File: config.mk
export PLATFORM = sky130hd
export DESIGN_NAME = seq_restoring_div
export DESIGN_NICKNAME = d
export VERILOG_FILES = /design/src/rtl/div_pkg.sv /design/src/rtl/full_adder.sv /design/src/rtl/sub_nbit.sv /design/src/rtl/seq_restoring_div.sv
export SDC_FILE = /design/constraint.sdc
export NUM_CORES = 1
export LEC_CHECK = 0
export CAP_MARGIN = 20
export CORE_MARGIN = 4
export CORE_UTILIZATION = 56
export DETAILED_ROUTE_END_ITERATION = 10
export GPL_ROUTABILITY_DRIVEN = 1
export PLACE_DENSITY = 0.84
export SYNTH_ARGS = -nofsm -noshare
export SYNTH_HDL_FRONTEND = slang
export SYNTH_HIERARCHICAL = 1
export SYNTH_SLANG_ARGS = --single-unit
File: constraint.sdc
create_clock -name clk -period 7.9 [get_ports clk]
set_input_delay 1.185 -clock clk [delete_from_list [all_inputs] [get_ports clk]]
set_output_delay 1.185 -clock clk [all_outputs]
set_load 0.01 [all_outputs]
File: src/rtl/div_pkg.sv
// ----------------------------------------------------------------------------
// div_pkg
// Shared definitions for the sequential restoring divider.
//   state_t : FSM state encoding (IDLE = 0, RUN = 1, DONE = 2)
//   DIV_N   : default operand / quotient / remainder width
// ----------------------------------------------------------------------------
package div_pkg;

    localparam int DIV_N = 8;

    typedef enum logic [1:0] {
        IDLE = 2'd0,
        RUN  = 2'd1,
        DONE = 2'd2
    } state_t;

endpackage

File: src/rtl/full_adder.sv
// ----------------------------------------------------------------------------
// full_adder
// One-bit full adder cell used to build the ripple subtractor.
//   i_a, i_b  : addend bits
//   i_cin     : carry in
//   o_s       : sum bit
//   o_cout    : carry out
// ----------------------------------------------------------------------------
module full_adder (
    input  logic i_a,
    input  logic i_b,
    input  logic i_cin,
    output logic o_s,
    output logic o_cout
);

    assign o_s    = i_a ^ i_b ^ i_cin;
    assign o_cout = (i_a & i_b) | (i_a & i_cin) | (i_b & i_cin);

endmodule

File: src/rtl/sub_nbit.sv
// ----------------------------------------------------------------------------
// sub_nbit
// W-bit unsigned ripple subtractor: o_diff = i_a - i_b.
// Built as a chain of full adders adding ~i_b with carry-in 1.
//   i_a, i_b  : W-bit unsigned operands
//   o_diff    : W-bit difference (modulo 2^W)
//   o_borrow  : 1 when i_a < i_b
// ----------------------------------------------------------------------------
module sub_nbit #(
    parameter int W = 9
) (
    input  logic [W-1:0] i_a,
    input  logic [W-1:0] i_b,
    output logic [W-1:0] o_diff,
    output logic         o_borrow
);

    logic [W:0] w_carry;

    // Two's-complement subtract: a + ~b + 1
    assign w_carry[0] = 1'b1;

    for (genvar g = 0; g < W; g++) begin : g_fa
        full_adder u_fa (
            .i_a    (i_a[g]),
            .i_b    (~i_b[g]),
            .i_cin  (w_carry[g]),
            .o_s    (o_diff[g]),
            .o_cout (w_carry[g+1])
        );
    end

    // No carry out of the top cell means the result went negative
    assign o_borrow = ~w_carry[W];

endmodule

File: src/rtl/seq_restoring_div.sv
// ----------------------------------------------------------------------------
// seq_restoring_div
// Iterative unsigned restoring divider producing one quotient bit per clock.
// A result appears n+1 cycles after the cycle in which start is accepted.
//
// Ports:
//   clk          : rising-edge clock
//   rst_n        : synchronous active-low reset (aborts any operation)
//   start        : request, sampled in IDLE and DONE only
//   dividend     : n-bit unsigned dividend, captured on accepted start
//   divisor      : n-bit unsigned divisor, captured on accepted start
//   busy         : high while iterating
//   done         : one-cycle pulse, results valid from this cycle
//   quotient     : n-bit quotient, held until the next done
//   remainder    : n-bit remainder, held until the next done
//   div_by_zero  : set with done when the captured divisor was zero
//
// Configuration macro:
//   DIV_DBZ_FAST_EN : when defined, a zero divisor skips the iterations and
//                     completes in the cycle right after acceptance.
// ----------------------------------------------------------------------------
module seq_restoring_div
    import div_pkg::*;
#(
    parameter int n = DIV_N
) (
    input  logic         clk,
    input  logic         rst_n,
    input  logic         start,
    input  logic [n-1:0] dividend,
    input  logic [n-1:0] divisor,
    output logic         busy,
    output logic         done,
    output logic [n-1:0] quotient,
    output logic [n-1:0] remainder,
    output logic         div_by_zero
);

    localparam int            CW       = $clog2(n + 1);
    localparam logic [CW-1:0] CNT_INIT = CW'(n);
    localparam logic [CW-1:0] CNT_ONE  = CW'(1);

    state_t        r_state;
    state_t        w_state_nxt;

    logic [n-1:0]  r_q;
    logic [n-1:0]  r_r;
    logic [n-1:0]  r_d;
    logic [CW-1:0] r_cnt;
    logic          r_dbz_cap;
    logic [n-1:0]  r_quot;
    logic [n-1:0]  r_rem;
    logic          r_dbz;

    logic          w_accept;
    logic          w_busy;
    logic          w_done;
    logic          w_last;
`ifdef DIV_DBZ_FAST_EN
    logic          w_fast;
`endif

    logic [n:0]    w_rshift;
    logic [n:0]    w_trial;
    logic          w_borrow;
    logic          w_unused_trial_msb;
    logic [n-1:0]  w_q_nxt;
    logic [n-1:0]  w_r_nxt;

    // Shift {R,Q} left: the partial remainder gains the next dividend bit
    assign w_rshift = {r_r, r_q[n-1]};

    sub_nbit #(
        .W (n + 1)
    ) u_sub (
        .i_a      (w_rshift),
        .i_b      ({1'b0, r_d}),
        .o_diff   (w_trial),
        .o_borrow (w_borrow)
    );

    // Without a borrow the trial difference is below the divisor, so its
    // top bit is always zero and only the low n bits are kept.
    assign w_unused_trial_msb = w_trial[n];

    // Restore on borrow, otherwise keep the difference
    assign w_r_nxt = w_borrow ? w_rshift[n-1:0] : w_trial[n-1:0];
    assign w_q_nxt = {r_q[n-2:0], ~w_borrow};

    always_ff @(posedge clk) begin
        if (!rst_n) begin
            r_state <= IDLE;
        end else begin
            r_state <= w_state_nxt;
        end
    end

    always_comb begin
        w_state_nxt = r_state;
        w_accept    = 1'b0;
        w_busy      = 1'b0;
        w_done      = 1'b0;
        w_last      = 1'b0;
`ifdef DIV_DBZ_FAST_EN
        w_fast      = 1'b0;
`endif
        case (r_state)
            IDLE, DONE: begin
                // DONE accepts a new start exactly like IDLE
                w_done      = (r_state == DONE);
                w_state_nxt = IDLE;
                if (start) begin
                    w_accept    = 1'b1;
`ifdef DIV_DBZ_FAST_EN
                    if (divisor == '0) begin
                        w_fast      = 1'b1;
                        w_state_nxt = DONE;
                    end else begin
                        w_state_nxt = RUN;
                    end
`else
                    w_state_nxt = RUN;
`endif
                end
            end
            RUN: begin
                w_busy = 1'b1;
                if (r_cnt == CNT_ONE) begin
                    w_last      = 1'b1;
                    w_state_nxt = DONE;
                end
            end
            default: begin
                w_state_nxt = IDLE;
            end
        endcase
    end

    always_ff @(posedge clk) begin
        if (!rst_n) begin
            r_q       <= '0;
            r_r       <= '0;
            r_d       <= '0;
            r_cnt     <= '0;
            r_dbz_cap <= 1'b0;
            r_quot    <= '0;
            r_rem     <= '0;
            r_dbz     <= 1'b0;
        end else begin
            if (w_accept) begin
                r_q       <= dividend;
                r_d       <= divisor;
                r_r       <= '0;
                r_cnt     <= CNT_INIT;
                r_dbz_cap <= (divisor == '0);
            end else if (w_busy) begin
                r_q   <= w_q_nxt;
                r_r   <= w_r_nxt;
                r_cnt <= r_cnt - CNT_ONE;
            end

            // Result registers only move when entering DONE
            if (w_last) begin
                r_quot <= w_q_nxt;
                r_rem  <= w_r_nxt;
                r_dbz  <= r_dbz_cap;
            end
`ifdef DIV_DBZ_FAST_EN
            if (w_fast) begin
                r_quot <= '1;
                r_rem  <= dividend;
                r_dbz  <= 1'b1;
            end
`endif
        end
    end

    assign busy        = w_busy;
    assign done        = w_done;
    assign quotient    = r_quot;
    assign remainder   = r_rem;
    assign div_by_zero = r_dbz;

endmodule

**Word-level counts from Yosys, hierarchy flattened**

Index checks and enable logic that the tools add are counted.

- Flip-flop bits (word level): 48
- Bits in latches: 0
- Bits in writable memories: 0
- Memory bits (read-only): 0
- Output and inout bits: 19
- Logic and storage cells: 100
- Memories kept: 0

- Add/sub/neg operators: 1
- $mul: 0
- Divide/modulo/power cells: 0
- Order comparisons: 0
- Equal/unequal tests: 4
- Shifts and indexed selects: 0
- Multiplexer cells: 14
- Bitwise logic cells: 66
- Reductions and logical operators: 5

Operators with widths:

| kind | number |
|---|---|
| two-way mux 8 bit | 3 |
| AND 1 bit | 23 |
| OR 1 bit | 18 |
| XOR 1 bit | 15 |
| inverter 1 bit | 10 |
| zero test 8 bit | 1 |
| two-way mux 4 bit | 2 |
| two-way mux 1 bit | 7 |
| equality test 4 x 1 -> 1 bit (second input constant) | 1 |
| case mux 2 bit (2 select lines) | 1 |
| OR reduction 2 bit | 2 |
| subtractor 4 x 1 -> 4 bit (second input constant) | 1 |
| equality test 2 x 1 -> 1 bit (second input constant) | 1 |
| equality test 2 bit (second input constant) | 1 |
| zero test 2 bit | 1 |
| two-way mux 2 bit | 1 |
| != test 2 bit (second input constant) | 1 |
| nonzero test 2 bit | 1 |

**Longest topological paths before layout**

Gate-level depths: netlist of run 1.

- Depth in word-level cells: 30
- Gate-level depth with buffers: 14

**By module**

Netlist of run 1, hierarchy kept.

Modules (own cells, without submodules):

| module | instances | cells an instance | area each (um^2) | sequential area each (um^2) |
|---|---|---|---|---|
| seq_restoring_div | 1 | 215 | 1993.2 | 960.9 |
| full_adder | 9 | 1 | 20.0 | 0.0 |
| sub_nbit | 1 | 11 | 41.3 | 0.0 |

**Worst setup path after synthesis of run 1**

No wires, ideal clock.

- Path type: register to register
- Start point: reg r_d[0]
- End point: reg r_rem[0], in the netlist remainder[0]
- Setup time: 0.143 ns
- Data arrival time: 4.410 ns
- Slack: 3.347 ns
- Stages on the path, launching flop included: 15
- Path buffers: 1
- Clock period less this slack: 4.553 ns
- Cell sequence: dfxtp_1 -> inv_1 -> fa_1 -> fa_1 -> fa_1 -> fa_1 -> fa_1 -> fa_1 -> fa_1 -> fa_1 -> fa_1 -> inv_1 -> clkbuf_2 -> mux2i_1 -> a211oi_2

- Cells in the longest elaborated chain, start to end: 29

RTL lines:

| element | RTL line | text |
|---|---|---|
| start, declared | seq_restoring_div.sv:48 | `logic [n-1:0] r_d;` |
| start signal, assigned | seq_restoring_div.sv:152 | `r_d <= divisor;` |
| inverter 1 bit * | sub_nbit.sv:26 | `.i_b (~i_b[g]),` |
| AND 1 bit | full_adder.sv:18 | `assign o_cout = (i_a & i_b) \| (i_a & i_cin) \| (i_b & i_cin);` |
| OR 1 bit | full_adder.sv:18 |  |
| OR 1 bit * | full_adder.sv:18 |  |
| net u_sub.w_carry[1] | sub_nbit.sv:18 | `logic [W:0] w_carry;` |
| AND 1 bit | full_adder.sv:18 |  |
| OR 1 bit | full_adder.sv:18 |  |
| OR 1 bit * | full_adder.sv:18 |  |
| net u_sub.w_carry[2] | sub_nbit.sv:18 |  |
| [3 not listed] | n/a |  |
| net u_sub.w_carry[3] | sub_nbit.sv:18 |  |
| [3 not listed] | n/a |  |
| net u_sub.w_carry[4] | sub_nbit.sv:18 |  |
| [3 not listed] | n/a |  |
| net u_sub.w_carry[5] | sub_nbit.sv:18 |  |
| [3 not listed] | n/a |  |
| net u_sub.w_carry[6] | sub_nbit.sv:18 |  |
| [3 not listed] | n/a |  |
| net u_sub.w_carry[7] | sub_nbit.sv:18 |  |
| [1 not listed] | n/a |  |
| OR 1 bit | full_adder.sv:18 |  |
| OR 1 bit * | full_adder.sv:18 |  |
| net u_sub.w_carry[8] | sub_nbit.sv:18 |  |
| AND 1 bit | full_adder.sv:18 |  |
| OR 1 bit | full_adder.sv:18 |  |
| OR 1 bit * | full_adder.sv:18 |  |
| net u_sub.w_carry[9] | sub_nbit.sv:18 |  |
| two-way mux 8 bit * | seq_restoring_div.sv:87 | `assign w_r_nxt = w_borrow ? w_rshift[n-1:0] : w_trial[n-1:0];` |
| end signal, assigned | seq_restoring_div.sv:165 | `r_rem <= w_r_nxt;` |
| end, declared | seq_restoring_div.sv:52 | `logic [n-1:0] r_rem;` |

Mark *: on every way through the listed nets, which the timed path passes. The rest lies on a longest branch.
A chain may end at the register's enable or synchronous reset.

**Final worst setup path of run 1**

- Start point: reg r_d[0]
- End point: reg r_r[6]

- Cells in the longest elaborated chain, start to end: 29

RTL lines:

| element | RTL line | text |
|---|---|---|
| inverter 1 bit * | sub_nbit.sv:26 |  |
| AND 1 bit | full_adder.sv:18 |  |
| OR 1 bit | full_adder.sv:18 |  |
| OR 1 bit * | full_adder.sv:18 |  |
| net u_sub.w_carry[1] | sub_nbit.sv:18 |  |
| AND 1 bit | full_adder.sv:18 |  |
| OR 1 bit | full_adder.sv:18 |  |
| OR 1 bit * | full_adder.sv:18 |  |
| net u_sub.w_carry[2] | sub_nbit.sv:18 |  |
| [3 not listed] | n/a |  |
| net u_sub.w_carry[3] | sub_nbit.sv:18 |  |
| [3 not listed] | n/a |  |
| net u_sub.w_carry[4] | sub_nbit.sv:18 |  |
| [3 not listed] | n/a |  |
| net u_sub.w_carry[5] | sub_nbit.sv:18 |  |
| [3 not listed] | n/a |  |
| net u_sub.w_carry[6] | sub_nbit.sv:18 |  |
| [3 not listed] | n/a |  |
| net u_sub.w_carry[7] | sub_nbit.sv:18 |  |
| [1 not listed] | n/a |  |
| OR 1 bit | full_adder.sv:18 |  |
| OR 1 bit * | full_adder.sv:18 |  |
| net u_sub.w_carry[8] | sub_nbit.sv:18 |  |
| AND 1 bit | full_adder.sv:18 |  |
| OR 1 bit | full_adder.sv:18 |  |
| OR 1 bit * | full_adder.sv:18 |  |
| net u_sub.w_carry[9] | sub_nbit.sv:18 |  |
| two-way mux 8 bit * | seq_restoring_div.sv:87 |  |
| end signal, assigned | seq_restoring_div.sv:158 | `r_r <= w_r_nxt;` |
| end, declared | seq_restoring_div.sv:47 | `logic [n-1:0] r_r;` |

Marked as above.

==> results.py, run 1 <==
metrics = {
    "min_path": {
        "hp-class": "flip-flop to flip-flop",
        "min_from": "r_d[3]",
        "hold_path_end": "r_d[3]",
        "whs_path_depth": 2,
    },
    "grt": {
        "grt_max_degree": 40,
        "grt_overflow": 0,
        "antenna_found_initial": 0,
        "grt_pass1_wl_mm": 7.48,
        "grt_use_total": 0.186,
        "grt_pass1_vias": 1638,
    },
    "setup_path": {
        "r2r-start": "r_d[0]",
        "worstSetupPathType": "flip-flop to flip-flop",
        "worst-path-max-fanout": 10,
        "cpMostUsedCell": "fa_1",
        "r2r_cells": 13,
        "slowest_stage": "fa_1",
        "crit_chain": "inv_1, fa_1, fa_1, fa_1, fa_1, fa_1, fa_1, fa_1, fa_1, fa_1, inv_1, mux2i_1, a211oi_1",
        "startpoint_type": "flip-flop",
        "rr_endpoint": "r_r[6]",
        "critPathCaptureType": "flip-flop",
        "cp_slowest_stage_delay_ps": 410,
        "crit_arrival_ps": 5070,
        "cp_data_required_time_ps": 8060,
        "rrSetupSlack_ps": 2990,
    },
    "drt": {
        "drc": 0,
        "wl_per_cell_um": 14.2,
        "wl_mm": 4.41,
        "firstDrtPassIters": 4,
        "drt_iter0_drc": 123,
        "vias_per_cell": 5.40,
        "drtAntennaViolNets": 0,
        "vias": 1678,
    },
    "layout": {
        "nets": 292,
        "nFillCells": 306,
        "diodes": 0,
        "syn_to_final_growth_pct": 18.6,
        "drive_gt1_frac": 0.0875,
    },
    "floorplanning": {
        "fp.dieW_um": 70.9,
        "initial_core_util": 0.592,
        "num_rows": 22,
        "design.core.area_mm2": 0.00374,
        "dieArea_mm2": 0.00502,
        "die_y_um": 70.9,
        "ioPinCount": 38,
    },
    "synth": {
        "netlist_area_mm2": 0.00221,
        "synth-seq-area-share": 0.434,
        "syn_nets": 265,
        "synth_flop_cell": "dfxtp_1",
        "synth_cell_type_count": 38,
        "ys_seq_elements": 48,
        "synth-edff-count": 0,
        "synthCells": 235,
        "synth.avg_cell_area_um2": 9.42,
        "async_flop_share": 0,
        "synth_warnings": 6,
    },
    "pwr": {
        "pwr-share-comb": 0.190,
        "power_switching_mw": 0.148,
        "leakage_nw": 0.942,
        "irDropWorstVdd_mv": 0.118,
        "powerDensity_mw_per_mm2": 196,
        "p_clk_frac": 0.294,
        "intPower_mw": 0.368,
        "p_total_mw": 0.516,
        "power_frac_seq": 0.516,
        "p_sw_frac": 0.287,
    },
    "flow_run": {
        "maxCapViolCount": 0,
    },
    "cts": {
        "clockBufferDepth": 2,
        "htreeDepth": 2,
        "path_clk_slew_ps": 90,
        "cts_hold_buffers": 0,
        "post-cts-setup-buffers": 0,
        "clkLatencyLatePin_ps": 310,
        "cts_tree": "done",
        "cts_sinks": 48,
        "cts_made_buffers": 5,
        "cts_root_buf": "clkbuf_8",
        "cts_resized": 0,
    },
    "sta": {
        "max-slew-margin-rel": 0.450,
        "finClkSkew_ps": 8.33,
        "fmax_mhz": 204,
        "worst_slack_ps": 2990,
        "tightest_slew_ps": 821,
        "hold_viol": 0,
        "whs_ps": 460,
        "setup_viol": 0,
        "post-route-period-util": 0.621,
        "timing.final.crit_period_ps": 4910,
        "fin_tns_setup_ps": 0,
        "drv_slew": 0,
        "rsz0062_at_grt": "false",
    },
    "place": {
        "routabilityCongestion": 0.790,
        "port_buffers": 37,
        "hpwl_mm": 2.98,
        "dp_slack_ps": 3000,
    },
    "outcome": {
        "status": "finished clean",
    },
}
==> routing by layer <==
layer / up-vias / wire length (um) / GRT usage
li1: 845 / - / -
met1: 789 / 2120 / 0.243
met2: 38 / 2010 / 0.296
met3: 6 / 202 / 0.0540
met4: 0 / 67 / 0.0605
met5: - / 0 / 0
==> how the worst max path moves through the flow <==
| stage | start | endpoint | slack, ps | depth (start not counted) |
|---|---|---|---|---|
| after global placement | r_d[0] | r_r[7] | 3110 | 13 |
| after CTS | r_d[0] | r_r[6] | 2980 | 13 |
| after global routing | r_d[0] | r_r[7] | 2770 | 13 |
| final | r_d[0] | r_r[6] | 2990 | 13 |
| after floorplan | r_d[0] | remainder[0] | 3350 | 14 |
| after detailed placement | r_d[0] | r_r[6] | 3000 | 13 |
==> final cells by class <==
cell class,instances,area [um^2],share of cell area
multi-input combinational,155,1080,0.412
sequential,48,961,0.366
timing repair buffer,38,378,0.144
clock buffer,6,82.6,0.0314
tap,48,60.1,0.0229
inverter,14,52.6,0.0200
clock inverter,2,10.0,0.00381
==> sequential cells by signal, indices dropped and copies added (netlist names) <==
register	flops
quotient	8
div_by_zero	1
r_d	8
remainder	8
r_r	8
r_dbz_cap	1
r_cnt	4
r_q	8
r_state	2
==> power groups by stage <==
stage          logic (mW)  registers, mW  clock network, mW
4_1_cts            0.0966          0.266              0.153
3_3_place_gp       0.0935          0.271                  0
2_1_floorplan      0.0732          0.269                  0
3_5_place_dp       0.0958          0.272                  0
6_report           0.0982          0.266              0.152
5_1_grt             0.110          0.268              0.162
==> metrics by stage <==
step           instance area (um^2)  utilization  instances
4_1_cts                        2620        0.700        310
5_1_grt                        2630        0.702        311
3_5_place_dp                   2530        0.675        302
6_report                       2630        0.702        311
2_1_floorplan                  2210            -        235
3_3_place_gp                   2530        0.675        302
==> cell families (layout without fill, tap and decap cells) <==
| group | after synthesis | after routing | share of synthesized area |
|---|---|---|---|
| and+or+nand+nor | 74 | 74 | 0.152 |
| AOI/OAI and AO/OA | 51 | 51 | 0.165 |
| DFF | 48 | 48 | 0.434 |
| buffers and inverters | 32 | 60 | 0.0768 |
| muxes | 16 | 16 | 0.0723 |
| adders and majority gates | 11 | 11 | 0.0927 |
| other | 2 | 2 | 0.00339 |
| xor gates and xnor gates | 1 | 1 | 0.00396 |
==> critical path: cells and delay by family (launching register included) <==
kind                       cells  cell delay (ps)
AOI/OAI and AO/OA              1              120
adders and majority gates      9             3510
buffers and inverters          2              440
DFF                            1              340
muxes                          1              350
==> cells in the mapped netlist, types with 3 or more instances <==
cell / number / share of area
dfxtp_1: 48 / 0.43
nand2_1: 39 / 0.066
a21oi_1: 19 / 0.043
mux2i_1: 16 / 0.072
inv_1: 12 / 0.020
nor2_1: 11 / 0.019
nor3_1: 11 / 0.025
a211oi_1: 9 / 0.031
a211oi_2: 9 / 0.051
fa_1: 9 / 0.081
buf_2: 8 / 0.018
clkbuf_1: 5 / 0.0085
o22ai_1: 5 / 0.014
a31oi_1: 3 / 0.0085
==> cells in the final DEF, fill, tap and decap left out, types with 2 or more instances in the layout <==
cell | netlist | layout
dfxtp_1 | 48 | 48
o22ai_1 | 5 | 5
clkbuf_8 | 0 | 6
mux2i_1 | 16 | 16
o21ai_0 | 2 | 2
nor4_1 | 2 | 2
nor2b_1 | 2 | 2
clkdlybuf4s50_1 | 0 | 37
inv_1 | 12 | 12
a21oi_1 | 19 | 19
clkinv_2 | 0 | 2
a211oi_2 | 9 | 9
conb_1 | 2 | 2
fa_1 | 9 | 9
ha_1 | 2 | 2
nor2_1 | 11 | 11
inv_2 | 2 | 2
nor3_1 | 11 | 11
a211oi_1 | 9 | 9
nand2_1 | 39 | 39
nand3b_1 | 2 | 2
a31oi_1 | 3 | 3
Note: power is estimated with default switching activity, not from simulation.
==> run 2: changes to the inputs <==
- CORE_UTILIZATION: 56 -> 47
- PLACE_DENSITY: 0.84 -> 0.75
- clock period: 7.9 -> 4.2 ns (I/O delays scaled with it)
==> run 2 against run 1 <==
The run now ends with negative setup slack left. Critical path depth is 1 higher. Combinational power increased to 2.9 times the previous value. Wire length grew 6.4%. Global-route usage down 2.0 points. Die area grew 17%. Largest cell class unchanged.
==> results.py, run 2 (synthesis results as in run 1) <==
metrics = {
    "floorplanning": {
        "ioPinCount": 38,
        "initial_core_util": 0.498,
        "die_y_um": 76.6,
        "fp.dieW_um": 76.6,
        "num_rows": 24,
        "dieArea_mm2": 0.00587,
        "design.core.area_mm2": 0.00444,
    },
    "cts": {
        "cts_made_buffers": 5,
        "path_clk_slew_ps": 90,
        "cts_root_buf": "clkbuf_8",
        "htreeDepth": 2,
        "clkLatencyLatePin_ps": 300,
        "clockBufferDepth": 2,
        "cts_sinks": 48,
        "cts_tree": "done",
    },
    "sta": {
        "setup_viol": 17,
        "drv_slew": 0,
        "tightest_slew_ps": 766,
        "worst_slack_ps": -77.6,
        "finClkSkew_ps": 8.80,
        "fmax_mhz": 234,
        "hold_viol": 0,
        "rsz0062_at_grt": "true",
        "timing.final.crit_period_ps": 4280,
        "max-slew-margin-rel": 0.487,
        "post-route-period-util": 1.02,
        "whs_ps": 457,
    },
    "drt": {
        "drc": 0,
        "vias_per_cell": 5.37,
        "vias": 1723,
        "wl_per_cell_um": 14.6,
        "firstDrtPassIters": 4,
        "wl_mm": 4.69,
        "drtAntennaViolNets": 0,
        "drt_iter0_drc": 115,
    },
    "grt": {
        "grt_use_total": 0.165,
        "grt_pass1_wl_mm": 7.82,
        "grt_pass1_vias": 1645,
        "grt_overflow": 0,
        "antenna_found_initial": 0,
        "grt_max_degree": 39,
    },
    "layout": {
        "nets": 298,
        "fin_util": 0.642,
        "final_common_cell": "dfxtp_1",
        "most-common-layout-cells": "dfxtp_1, nand2_1, clkdlybuf4s50_1",
        "syn_to_final_growth_pct": 28.9,
        "diodes": 0,
        "drive_gt1_frac": 0.197,
    },
    "setup_path": {
        "r2r_cells": 14,
        "startpoint_type": "flip-flop",
        "worst-path-max-fanout": 5,
        "crit_arrival_ps": 4450,
        "cp_data_required_time_ps": 4370,
        "worstSetupPathType": "flip-flop to flip-flop",
        "critPathCaptureType": "flip-flop",
    },
    "flow_run": {
        "maxCapViolCount": 0,
    },
    "pwr": {
        "powerDensity_mw_per_mm2": 376,
        "leakage_nw": 0.950,
        "irDropWorstVdd_mv": 0.242,
    },
    "place": {
        "hpwl_mm": 3.04,
        "routabilityCongestion": 0.760,
        "port_buffers": 37,
    },
    "outcome": {
        "status": "complete, but fails checks",
        "violations": "negative setup slack",
    },
    "min_path": {
        "hp-class": "flip-flop to flip-flop",
        "whs_path_depth": 2,
    },
}
[run 2: cell types whose count changed in the layout (fill, tap and decap cells not counted), sizes merged]
cell      previous run  this run
buf                  1         7
clkbuf               6         7
clkinv               2         0
clkinvlp             0         1
[run 2: final cells by class]
type	count	area (um^2)
clock inverters	1	7.51
inverters	14	55.1
fillers	378	1590
repair buffers	44	448
multi-input cells	155	1230
flip-flops and latches	48	962
well taps	52	65.1
clock buffers	7	86.3
[run 2: where the power goes]
group | internal [mW] | switching (mW)
Sequential | 0.480 | 0.0235
Combinational | 0.145 | 0.139
Clock | 0.134 | 0.151
[run 2: worst max-delay path: stages, from the launching register on]
cell	delay (ps)
dfxtp_2	350
inv_2	40
fa_2	350
fa_2	370
fa_2	350
fa_2	340
fa_2	350
fa_2	340
fa_2	350
fa_2	350
fa_2	360
inv_4	90
buf_12	140
mux2i_4	260
a211oi_2	100
[run 2: worst paths after layout]
kind,start,endpoint,slack [ps]
max reg2reg,r_d[0],remainder[0],-80
min reg2reg,r_d[3],r_d[3],460
min,r_d[3],r_d[3],460
max,r_d[0],remainder[0],-80
[run 2: metal layers]
metal,vias to the layer above,GRT usage,wire (um)
li1,863,-,-
met4,0,0.0616,68
met5,-,0,0
met2,36,0.256,2160
met1,818,0.224,2270
met3,6,0.0390,186
[run 2: through the flow]
step	cell area [um^2]	power [mW]	cells	setup TNS, ps	worst slack, ps
floorplan	2270	0.674	235	0	2.65
detailed placement	2620	0.732	310	-2430	-171
CTS	2850	1.08	321	-2060	-133
finish	2860	1.07	321	-1040	-77.6
global placement	2620	0.727	310	-1260	-101
global route	2860	1.13	321	-3240	-215
[run 2: timing repair]
action,CTS,global route
cloned,1,0
endpoints found under the setup margin,17,17
endpoints found under the hold margin,0,0
pin swaps,6,2
gates resized for setup,16,7
setup buffers,2,1
hold buffers,0,0
==> run 3: changes to the inputs <==
- ABC_AREA: not set -> 1
- CELL_PAD_IN_SITES_DETAIL_PLACEMENT: not set -> 1
- CELL_PAD_IN_SITES_GLOBAL_PLACEMENT: not set -> 1
- CORE_UTILIZATION: 47 -> 35
- PLACE_DENSITY: 0.75 -> not set
- PLACE_DENSITY_LB_ADDON: not set -> 0.1
==> run 3 against run 2 <==
The flow still finishes with violations (negative setup slack). Sequential share of layout area barely moved. Hold slack improved by 8.2 ps. Combinational power down 4%. Wire length grew 15%. Utilization decreased by 17 points. Critical path type unchanged. Total power up 0.67%. Die area is 29% higher. Sequential power up 0.8%.
==> results.py, run 3 <==
metrics = {
    "drt": {
        "wl_mm": 5.39,
        "firstDrtPassIters": 4,
        "drtAntennaViolNets": 0,
        "drc": 0,
        "drt_iter0_drc": 66,
        "wl_per_cell_um": 14.6,
        "vias": 1818,
        "vias_per_cell": 4.94,
    },
    "cts": {
        "cts_tree": "done",
        "htreeDepth": 2,
        "post-cts-setup-buffers": 0,
        "cts_root_buf": "clkbuf_8",
        "clkLatencyLatePin_ps": 300,
        "cts_sinks": 48,
        "clockBufferDepth": 2,
        "cts_made_buffers": 5,
        "path_clk_slew_ps": 90,
    },
    "floorplanning": {
        "num_rows": 28,
        "design.core.area_mm2": 0.00599,
        "ioPinCount": 38,
        "dieArea_mm2": 0.00755,
        "fp.dieW_um": 86.9,
        "die_y_um": 86.9,
        "initial_core_util": 0.364,
    },
    "synth": {
        "yosysMostFrequentCell": "nor2_1",
        "synth_warnings": 6,
        "netlist.top_cell.by_area": "dfxtp_1",
        "synth-seq-area-share": 0.441,
        "synth_cell_type_count": 30,
        "synth.avg_cell_area_um2": 8.54,
        "syn_nets": 285,
        "yosys-top-cells-area": "dfxtp_1, nor2_1, fa_1",
        "synth-edff-count": 0,
        "ys_seq_elements": 48,
        "async_flop_share": 0,
        "synth_flop_cell": "dfxtp_1",
        "synthCells": 255,
        "netlist_area_mm2": 0.00218,
        "synth_common_cells": "nor2_1, dfxtp_1, o21ai_0",
        "yosysTopAreaCellShare": 0.441,
    },
    "place": {
        "port_buffers": 37,
        "routabilityCongestion": 0.787,
        "dpl_cell_area_mm2": 0.00267,
        "hpwl_mm": 3.75,
        "dp.cells": 361,
    },
    "grt": {
        "antenna_found_initial": 0,
        "grt_overflow": 0,
        "grt_pass1_wl_mm": 9.32,
        "grt_use_total": 0.157,
        "grt_pass1_vias": 1908,
        "grt_max_degree": 36,
    },
    "layout": {
        "drive_gt1_frac": 0.201,
        "nFillCells": 716,
        "design_area_mm2": 0.00286,
        "fin_util": 0.477,
        "multi_input_area_mm2": 0.00118,
        "syn_to_final_growth_pct": 31.3,
        "most-common-layout-cells": "nor2_1, dfxtp_1, clkdlybuf4s50_1",
        "final_common_cell": "nor2_1",
        "layout.cells.non_filler": 368,
        "nets": 323,
        "layout.area.seq_um2": 963,
        "diodes": 0,
    },
    "pwr": {
        "leakage_nw": 1.07,
        "p_clk_frac": 0.276,
        "p_sw_frac": 0.294,
        "power_switching_mw": 0.318,
        "power_frac_seq": 0.470,
        "irDropWorstVdd_mv": 0.161,
        "powerDensity_mw_per_mm2": 377,
        "p_total_mw": 1.08,
        "intPower_mw": 0.762,
        "pwr-share-comb": 0.254,
    },
    "sta": {
        "fmax_mhz": 236,
        "setup_viol": 10,
        "hold_viol": 0,
        "post-route-period-util": 1.01,
        "finClkSkew_ps": 9.12,
        "tightest_slew_ps": 620,
        "rsz0062_at_grt": "true",
        "timing.final.crit_period_ps": 4240,
        "max-slew-margin-rel": 0.586,
        "worst_slack_ps": -39.0,
        "drv_slew": 0,
        "whs_ps": 465,
    },
    "setup_path": {
        "cp_data_required_time_ps": 4370,
        "worstSetupPathType": "flip-flop to flip-flop",
        "critPathCaptureType": "flip-flop",
        "crit_arrival_ps": 4410,
        "worst-path-max-fanout": 8,
        "startpoint_type": "flip-flop",
    },
    "outcome": {
        "status": "complete, but fails checks",
        "violations": "negative setup slack",
    },
    "flow_run": {
        "maxCapViolCount": 0,
    },
    "min_path": {
        "hp-class": "flip-flop to flip-flop",
    },
}
==> run 3: logic make-up after synthesis <==
family                     share of synthesized area
muxes                                         0.0322
and+or+nand+nor                                0.189
other                                        0.00345
buffers and inverters                         0.0775
DFF                                            0.441
AOI/OAI and AO/OA                              0.163
adders and majority gates                     0.0942
==> run 3: critical path, cell delays in order (launching register included) <==
cell	delay, ps
dfxtp_2	340
inv_2	40
fa_2	360
fa_2	350
fa_2	340
fa_2	340
fa_2	340
fa_2	350
fa_2	340
fa_2	350
fa_2	360
inv_4	80
buf_12	160
mux2i_4	270
a21oi_1	80
==> run 3: cell type report <==
| class | count | share of cell area |
|---|---|---|
| multi-input combinational | 170 | 0.412 |
| tap | 75 | 0.0328 |
| sequential | 48 | 0.337 |
| inverter | 25 | 0.0354 |
| timing repair buffer | 43 | 0.150 |
| clock buffer | 7 | 0.0337 |
==> run 3: power groups by stage <==
stage | Sequential (mW) | Combinational (mW) | Clock (mW)
floorplan | 0.512 | 0.160 | 0
global placement | 0.515 | 0.226 | 0
detailed placement | 0.515 | 0.232 | 0
CTS | 0.507 | 0.269 | 0.312
global route | 0.511 | 0.303 | 0.332
finish | 0.507 | 0.274 | 0.298
==> run 3: layer usage <==
metal  track usage  vias up  wire, um  share of wire
met5             0        -         0              0
met4        0.0382        0        57          0.011
met3        0.0407        6       195          0.036
met2         0.256       22      2680           0.50
met1         0.207      882      2450           0.45
li1              -      908         -              -
==> run 3: timing repair <==
action,in CTS,in global routing
pin swaps,7,4
hold buffers,0,0
endpoints found under the setup margin,16,16
gates resized for setup,14,5
==> run 3: path summary, 6_finish.rpt <==
path             start   endpoint  slack [ps]  depth (start not counted)
max reg2reg     r_d[0]     r_r[0]         -40                         14
max             r_d[0]     r_r[0]         -40                         14
min reg2reg  r_dbz_cap  r_dbz_cap         470                          2
min          r_dbz_cap  r_dbz_cap         470                          2
==> run 3: stage by stage <==
stage | setup WS [ps] | TNS, ps
after floorplan | 23.8 | 0
after global placement | -82.5 | -871
after detailed placement | -223 | -2850
after CTS | -50.2 | -304
after global routing | -170 | -2210
final | -39.0 | -225
